## src/rtl/fifo_arb_pkg.sv

```systemverilog
// Shared types and default parameters for the FIFO push-port arbiter.
//   arb_state_t      : arbiter FSM encoding (idle / granted)
//   DEF_N_REQ        : default number of requesters
//   DEF_WIDTH        : default data width (matches the FIFO)
//   DEF_MAX_BURST    : default beat cap per grant
package fifo_arb_pkg;

  typedef enum logic {ARB_IDLE, ARB_GRANT} arb_state_t;

  localparam int unsigned DEF_N_REQ     = 4;
  localparam int unsigned DEF_WIDTH     = 8;
  localparam int unsigned DEF_MAX_BURST = 4;

endpackage

```

## src/rtl/rr_pick.sv

```systemverilog
// Combinational round-robin picker.
//   req   : request vector
//   last  : index holding lowest priority; search starts at last+1 and wraps
//   valid : some request is asserted
//   idx   : index of the picked requester (0 when valid is low)
module rr_pick
  import fifo_arb_pkg::*;
#(
  parameter int unsigned N_REQ = DEF_N_REQ
) (
  input  logic [N_REQ-1:0]         req,
  input  logic [$clog2(N_REQ)-1:0] last,
  output logic                     valid,
  output logic [$clog2(N_REQ)-1:0] idx
);

  localparam int unsigned IDX_W = $clog2(N_REQ);

  // Walk N_REQ candidates starting after last; last itself is visited at the end.
  always_comb begin
    int unsigned cand;
    cand  = 0;
    valid = 1'b0;
    idx   = '0;
    for (int unsigned i = 1; i <= N_REQ; i++) begin
      cand = 32'(last) + i;
      if (cand >= N_REQ) begin
        cand = cand - N_REQ;
      end
      if (!valid && req[IDX_W'(cand)]) begin
        valid = 1'b1;
        idx   = IDX_W'(cand);
      end
    end
  end

endmodule

```

## src/rtl/fifo_push_arbiter.sv

```systemverilog
// Round-robin arbiter sharing one FIFO push port among N_REQ producers.
// A grant is held per burst (up to MAX_BURST accepted beats) and the FIFO is
// never pushed while full.
//   clk, rst    : clock, asynchronous active-high reset
//   req         : per-requester request (level, held until accept)
//   req_data    : per-requester data word
//   fifo_full   : full flag from the FIFO
//   gnt         : registered one-hot grant, zero when idle
//   accept      : one-hot, owner's beat taken this cycle (combinational)
//   push        : FIFO push (combinational)
//   write_data  : FIFO write data, zero outside a grant (combinational)
//   owner       : index of the current or last owner
module fifo_push_arbiter
  import fifo_arb_pkg::*;
#(
  parameter int unsigned N_REQ     = DEF_N_REQ,
  parameter int unsigned WIDTH     = DEF_WIDTH,
  parameter int unsigned MAX_BURST = DEF_MAX_BURST
) (
  input  logic                         clk,
  input  logic                         rst,
  input  logic [N_REQ-1:0]             req,
  input  logic [N_REQ-1:0][WIDTH-1:0]  req_data,
  input  logic                         fifo_full,
  output logic [N_REQ-1:0]             gnt,
  output logic [N_REQ-1:0]             accept,
  output logic                         push,
  output logic [WIDTH-1:0]             write_data,
  output logic [$clog2(N_REQ)-1:0]     owner
);

  localparam int unsigned IDX_W = $clog2(N_REQ);
  localparam int unsigned CNT_W = $clog2(MAX_BURST + 1);
  localparam logic [CNT_W-1:0] LAST_BEAT = CNT_W'(MAX_BURST - 1);

  arb_state_t       state, state_n;
  logic [N_REQ-1:0] gnt_n;
  logic [IDX_W-1:0] owner_n;
  logic [IDX_W-1:0] last_owner, last_owner_n;
  logic [CNT_W-1:0] beat_cnt, beat_cnt_n;
  logic [IDX_W-1:0] pick_last;
  logic [IDX_W-1:0] pick_idx;
  logic             pick_valid;
  logic             release_grant;

  // Idle picks after last_owner; a handoff picks after the releasing owner,
  // so the owner only wins back the port when nobody else is requesting.
  assign pick_last = (state == ARB_GRANT) ? owner : last_owner;

  rr_pick #(
    .N_REQ (N_REQ)
  ) u_pick (
    .req   (req),
    .last  (pick_last),
    .valid (pick_valid),
    .idx   (pick_idx)
  );

  // State and grant registers.
  always_ff @(posedge clk or posedge rst) begin
    if (rst) begin
      state      <= ARB_IDLE;
      gnt        <= '0;
      owner      <= '0;
      last_owner <= IDX_W'(N_REQ - 1);
      beat_cnt   <= '0;
    end else begin
      state      <= state_n;
      gnt        <= gnt_n;
      owner      <= owner_n;
      last_owner <= last_owner_n;
      beat_cnt   <= beat_cnt_n;
    end
  end

  // Next-state logic and combinational push path to the FIFO.
  always_comb begin
    state_n       = state;
    gnt_n         = gnt;
    owner_n       = owner;
    last_owner_n  = last_owner;
    beat_cnt_n    = beat_cnt;
    push          = 1'b0;
    accept        = '0;
    write_data    = '0;
    release_grant = 1'b0;

    unique case (state)
      ARB_IDLE: begin
        if (pick_valid) begin
          state_n           = ARB_GRANT;
          gnt_n             = '0;
          gnt_n[pick_idx]   = 1'b1;
          owner_n           = pick_idx;
          beat_cnt_n        = '0;
        end else begin
          gnt_n = '0;
        end
      end

      ARB_GRANT: begin
        write_data    = req_data[owner];
        // Full only stalls the beat; it never ends the burst.
        push          = req[owner] & ~fifo_full;
        accept[owner] = push;
        if (push) begin
          beat_cnt_n = beat_cnt + CNT_W'(1);
        end
        release_grant = ~req[owner] | (push & (beat_cnt == LAST_BEAT));
        if (release_grant) begin
          last_owner_n = owner;
          beat_cnt_n   = '0;
          if (pick_valid) begin
            gnt_n           = '0;
            gnt_n[pick_idx] = 1'b1;
            owner_n         = pick_idx;
          end else begin
            state_n = ARB_IDLE;
            gnt_n   = '0;
          end
        end
      end

      default: begin
        state_n = ARB_IDLE;
        gnt_n   = '0;
      end
    endcase
  end

endmodule

```

## config.mk

```make
export PLATFORM = sky130hd
export DESIGN_NAME = fifo_push_arbiter
export DESIGN_NICKNAME = d
export VERILOG_FILES = /design/src/rtl/fifo_arb_pkg.sv /design/src/rtl/rr_pick.sv /design/src/rtl/fifo_push_arbiter.sv
export SDC_FILE = /design/constraint.sdc
export NUM_CORES = 1
export LEC_CHECK = 0
export BUFFER_PORTS_ARGS = -buffer_cell sky130_fd_sc_hd__buf_4
export CAP_MARGIN = 20
export CELL_PAD_IN_SITES_DETAIL_PLACEMENT = 1
export CELL_PAD_IN_SITES_GLOBAL_PLACEMENT = 2
export CORE_ASPECT_RATIO = 1.25
export CORE_UTILIZATION = 27
export CTS_BUF_LIST = sky130_fd_sc_hd__clkbuf_16
export CTS_CLUSTER_SIZE = 10
export DETAILED_ROUTE_END_ITERATION = 8
export HOLD_SLACK_MARGIN = 0.03
export PLACE_DENSITY = 0.85
export SLEW_MARGIN = 20
export SYNTH_ARGS = -nofsm -noshare
export SYNTH_HDL_FRONTEND = slang
export SYNTH_SLANG_ARGS = --single-unit
```

## constraint.sdc

```tcl
create_clock -name clk -period 3.8 [get_ports clk]
set_input_delay 0.19 -clock clk [delete_from_list [all_inputs] [get_ports clk]]
set_output_delay 0.19 -clock clk [all_outputs]
set_load 0.005 [all_outputs]
```

==> out/results.ini, run 1 <==
[routing]
dr.pass1.iters = 2
wire_per_inst_microns = 15.9
drc = 0
drt_iter0_markers = 16
vias_per_cell = 5.15
ant_nets = 0
wl_microns = 2840
num_vias = 921

[worst_setup_path]
crit_buf_inv = 2
worstSetupPathType = reg -> out
worst_ep_arrival_time_ns = 2.32
reg2reg_slack_ns = 1.40
cp_max_fo = 17
worstPathCellList = mux4_2 -> nand3b_1 -> inv_1 -> and3_1 -> buf_4
crit_path_max_incr_delay_ns = 0.82
timing.rr.end = owner[0]
required_ns = 3.61
crit_path_end_kind = output port
crit_path_start_kind = flop
r2r_start = owner[0]
crit_family = flip-flops
critPathLaunch = owner[0]
crit_slowest_cell = dfrtp_1
ff2ff_path_depth = 4

[placement]
gp_congestion = 0.842
dp_cells = 174
dp_slack_ns = 1.42
dp_hpwl_microns = 2290
numPortBuffers = 57

[timing]
setup_tns_ns = 0
min_period_ns = 2.51
rsz0062_at_grt = no
final_max_slew_viol_count = 0
hold_violations = 0
period_share_pct = 65.9
fin_ws_ns = 1.29
setup_viol_count_final = 0
fin_worst_skew_ns = 0.000768
whs_ns = 0.248
fmax_ghz = 0.399
tightestPinTransition_ns = 0.750
relSlewSlack_pct = 50.0

[logic_synthesis]
ys_top_cells_by_area = dfrtp_1 25%, mux4_2 11%, mux4_1 11%, and2_1 5.7%, dfstp_2 5.3%
avgSynthCellArea_sq_um = 12.0
synth.largest_area_cell = dfrtp_1
ys_seq_elements = 12
yosysUniqueCellTypes = 29
synth_edf_count = 0
synth_top_area_share_pct = 25.1
ys_warn_count = 0
async_reset_ff_share_pct = 100
syn_nets = 124
netlist_area_sq_um = 996
synth_top_flop_cell = dfrtp_1
ys_seq_area_share_pct = 30.4
synthCells = 83

[finish]
n_antenna_cell = 0
nNetsFinal = 182
drive_above_1_share_pct = 54.3
syn2layout_area_growth_pct = 53.3
fin_cells = 179

[clock_network]
cts_buffers = 3
clock_path_buffers = 2
clk_latency_ns = 0.24
cts_tree = built
ctsResizeCount = 0
clkTransAtPathRegs_ns = 0.04
cts-root-buf = clkbuf_16
post_cts_buffers = 0
holdBufCountCts = 1
cts.sinks = 12
cts-htree-levels = 1

[pwr]
ir_drop_mv = 0.475
total_power_mw = 1.01
p_leak_nw = 0.760
p_per_area_nw_per_um2 = 662

[die]
fp.dieW_microns = 56.3
pin_count = 58
fp.dieH_microns = 69.9
rows = 24
start_util_pct = 28.3
placeableCoreArea_sq_um = 3510
die_area_sq_um = 3940

[global_route]
grt_pass1_vias = 993
grt_use_met3_pct = 2.59
antenna_found_initial = 0
track_usage_pct = 15.1
gr-usage-met2_pct = 27.6
grt_max_degree = 18
grt_busiest_layer = met2
use_met1_pct = 17.5
grt-ovfl-total = 0
grt_pass1_wl_microns = 4770

[worst_hold_path]
min_to = state
hp-start = req[0]
whs_path_depth = 3
hp-class = in -> reg

[run_status]
status = finished clean

[job]
drv_cap = 0

## power by group
group	internal, mW	switching, mW	total, mW
sequential	0.184	0.0882	0.273
combinational	0.351	0.198	0.548
clock	0.138	0.0514	0.190
total	0.673	0.337	1.01
## metrics by stage
step                util (%)  instance area (sq um)
global placement        40.9                   1440
finish                  43.4                   1530
floorplan                  -                    996
CTS                     43.4                   1530
detailed placement      40.9                   1440
global route            43.4                   1530
## cell usage after synthesis, types with 2 or more instances
master / n
and2_1: 9
clkbuf_1: 2
nand2_1: 3
a32o_1: 2
mux2i_1: 3
dfstp_2: 2
inv_1: 7
dfrtp_1: 10
nor3_1: 2
mux4_2: 5
mux2_2: 3
o31ai_1: 3
and3_1: 5
a22o_1: 2
nand2b_1: 2
ha_1: 2
mux2_4: 3
buf_6: 2
a21oi_1: 2
nor2_1: 2
mux4_1: 4
## worst max path at each step
stage / endpoint / depth (start not counted)
floorplan: owner[0] / 6
global placement: owner[0] / 4
detailed placement: owner[0] / 4
CTS: accept[1] / 5
global route: accept[3] / 5
finish: accept[1] / 5
## state kept, by name, indices dropped and copies added (netlist names)
| name | flops |
|---|---|
| state | 1 |
| last_owner | 2 |
| beat_cnt | 3 |
| owner | 2 |
| gnt | 4 |
## cell usage in the layout, fill, tap and decap left out, drive strengths merged, types with 5 or more instances in the layout
| cell type | count |
|---|---|
| buf | 57 |
| dfrtp | 10 |
| and2 | 9 |
| mux4 | 9 |
| inv | 7 |
| mux2 | 6 |
| and3 | 5 |
## layer usage
metal  part of all wire (%)  wire length (microns)
met1                     40                   1140
met5                      0                      0
met4                   0.42                     12
met2                     53                   1500
met3                    6.6                    189
## area by class of cell
| class | count | area (sq um) |
|---|---|---|
| fill | 382 | 1990 |
| sequential | 12 | 303 |
| clock buffer | 3 | 75.1 |
| clock inverter | 1 | 3.75 |
| inverter | 7 | 26.3 |
| tap | 39 | 48.8 |
| multi-input combinational | 59 | 632 |
| timing repair buffer | 58 | 438 |
## worst reg2reg max path, delay by kind of cell, from the launching register on
family        cells  cell delay (ns)
mux               2             0.95
simple gates      2             0.50
flops             1             0.82
## cell families after synthesis
family,after synthesis,synth area share [%]
AOI/OAI and AO/OA,13,11.2
DFF,12,30.4
muxes,18,32.8
buffers and inverters,12,6.16
adders and majority gates,2,2.51
and+or+nand+nor,26,17.0
Note: power is estimated with default switching activity, not from simulation.
==> inputs of run 2 (changes only) <==
CORE_UTILIZATION = 25   (was 27)
PLACE_DENSITY = 0.79   (was 0.85)
clock period = 2.5 ns   (was 3.8 ns; I/O delays follow)
==> out/results.ini, run 2 (synthesis results as in run 1) <==
[run_status]
status = finished clean

[pwr]
pwr-share-seq_pct = 23.5  ; -3.5 points
p_per_area_nw_per_um2 = 1000  ; +52%
ir_drop_mv = 0.453  ; -4.8%
p_clk_share_pct = 18.8  ; about the same
p_leak_nw = 0.768  ; +1.1%
switching_share_pct = 33.6  ; +0.21 points
p_switching_mw = 0.524  ; +55%
p_comb_share_pct = 57.6  ; +3.3 points
intPower_mw = 1.04  ; +54%

[clock_network]
cts_tree = built
cts_buffers = 3  ; unchanged
cts-htree-levels = 1  ; unchanged
clock_path_buffers = 2  ; unchanged
cts.sinks = 12  ; unchanged
cts-root-buf = clkbuf_16
clk_latency_ns = 0.24  ; about the same
clkTransAtPathRegs_ns = 0.04  ; about the same

[worst_hold_path]
whs_path_depth = 3  ; unchanged
hp-class = in -> reg

[routing]
wire_per_inst_microns = 15.8  ; -0.72%
vias_per_cell = 4.83  ; -6.2%
drt_iter0_markers = 30  ; +14
ant_nets = 0  ; unchanged
num_vias = 941  ; +2.2%
wl_microns = 3080  ; +8.2%
drc = 0  ; unchanged
dr.pass1.iters = 2  ; unchanged

[timing]
final_max_slew_viol_count = 0  ; unchanged
fin_worst_skew_ns = 0.00157  ; +0.000805 ns
min_period_ns = 2.13
fmax_ghz = 0.469
tightestPinTransition_ns = 0.726  ; -0.0243 ns
relSlewSlack_pct = 51.2  ; +1.2 points
fin_ws_ns = 0.368  ; -0.927 ns
hold_violations = 0  ; unchanged
setup_tns_ns = 0  ; unchanged
setup_viol_count_final = 0  ; unchanged
rsz0062_at_grt = no
period_share_pct = 85.3

[worst_setup_path]
crit_path_end_kind = output port
critPathLaunch = owner[1]
ff2ff_path_depth = 4  ; unchanged
r2r_start = owner[1]
timing.rr.end = owner[0]
worstSetupPathType = reg -> out
worst_ep_arrival_time_ns = 2.01  ; -0.31 ns
required_ns = 2.38  ; -1.23 ns
reg2reg_slack_ns = 0.46  ; -0.94 ns
cp-endpoint = accept[1]
cp_max_fo = 16  ; -1
crit_path_start_kind = flop

[die]
die_area_sq_um = 4240  ; +7.7%
start_util_pct = 26.3  ; -2.0 points
placeableCoreArea_sq_um = 3780  ; +7.7%
rows = 25  ; +4.2%
fp.dieH_microns = 72.6  ; +3.8%
fp.dieW_microns = 58.5  ; +3.8%
pin_count = 58  ; unchanged

[placement]
numPortBuffers = 57  ; unchanged
dp_cells = 190  ; +9.2%
dp_hpwl_microns = 2450  ; +7.1%
dp_slack_ns = 0.453  ; -0.963 ns
gp_congestion = 0.782  ; -7.1%

[finish]
fill_cells = 441  ; +15%
n_antenna_cell = 0  ; unchanged
nNetsFinal = 183  ; +0.55%
fin_cells = 195  ; +8.9%
largest_reg_flops = 4  ; unchanged
final_cell_mix = 58 x buf_4, 10 x dfrtp_1, 9 x and2_1, 8 x inv_1
drive_above_1_share_pct = 54.6  ; +0.32 points
final_common_cell = buf_4
regMostFlops = gnt
syn2layout_area_growth_pct = 55.9
reg_top3 = gnt x4, beat_cnt x3

[global_route]
grt-ovfl-total = 0  ; unchanged
grt_pass1_wl_microns = 4760  ; -0.13%
antenna_found_initial = 0  ; unchanged
grt_max_degree = 17  ; -1
grt_pass1_vias = 962  ; -3.1%
track_usage_pct = 15.1  ; -0.018 points

[job]
drv_cap = 0  ; unchanged

[run 2: changes by cell type in the layout (fill, tap and decap cells not counted), sizes merged]
| cell | delta |
|---|---|
| buf | +1 |
| clkinv | -1 |
| inv | +1 |
[run 2: what timing repair did]
item                      in CTS  in global routing
buffers inserted               0                  0
hold buffers                   1                  0
gates resized for setup        0                  0
hold endpoints to repair      10                  0
[run 2: routing by layer]
| layer | track usage [%] | part of all wire [%] |
|---|---|---|
| met2 | 27.6 | 51 |
| met3 | 3.37 | 8.4 |
| met5 | 0 | 0 |
| met1 | 17.1 | 39 |
| met4 | 4.76 | 1.3 |
[run 2: worst min-delay path by stage]
stage,start,endpoint,slack [ns]
finish,req[0],state,0.19
global route,req[1],state,0.21
global placement,rst,beat_cnt[2],0.16
detailed placement,rst,beat_cnt[1],0.18
floorplan,rst,beat_cnt[0],-0.01
CTS,req[2],state,0.19
[run 2: critical path: stages (launching register included)]
cell and delay (ns):
dfrtp_1 0.69, mux4_2 0.44, nand3b_1 0.21, inv_1 0.11, and3_1 0.19, buf_4 0.13
[run 2: cell type report]
cell class / instances / area (sq um) / area share (%)
Clock buffer: 3 / 75.1 / 4.83
Multi-Input combinational cell: 59 / 632 / 40.7
Timing Repair Buffer: 59 / 445 / 28.7
Inverter: 7 / 26.3 / 1.69
Tap cell: 54 / 67.6 / 4.35
Sequential cell: 12 / 303 / 19.5
Clock inverter: 1 / 3.75 / 0.242
[run 2: power groups by stage]
stage | Clock [mW] | Combinational (mW) | Sequential [mW]
after floorplan | 0 | 0.622 | 0.332
after global placement | 0 | 0.885 | 0.367
after detailed placement | 0 | 0.901 | 0.372
after CTS | 0.303 | 0.915 | 0.371
after global routing | 0.312 | 0.979 | 0.382
final | 0.294 | 0.899 | 0.367
[run 2: per-stage QoR]
| stage | util (%) | power (mW) | hold WS [ns] | instance area [sq um] |
|---|---|---|---|---|
| floorplan | - | 0.954 | -0.0117 | 996 |
| global route | 41.0 | 1.67 | 0.205 | 1550 |
| CTS | 41.0 | 1.59 | 0.191 | 1550 |
| global placement | 38.7 | 1.25 | 0.158 | 1460 |
| detailed placement | 38.7 | 1.27 | 0.176 | 1460 |
| finish | 41.0 | 1.56 | 0.188 | 1550 |
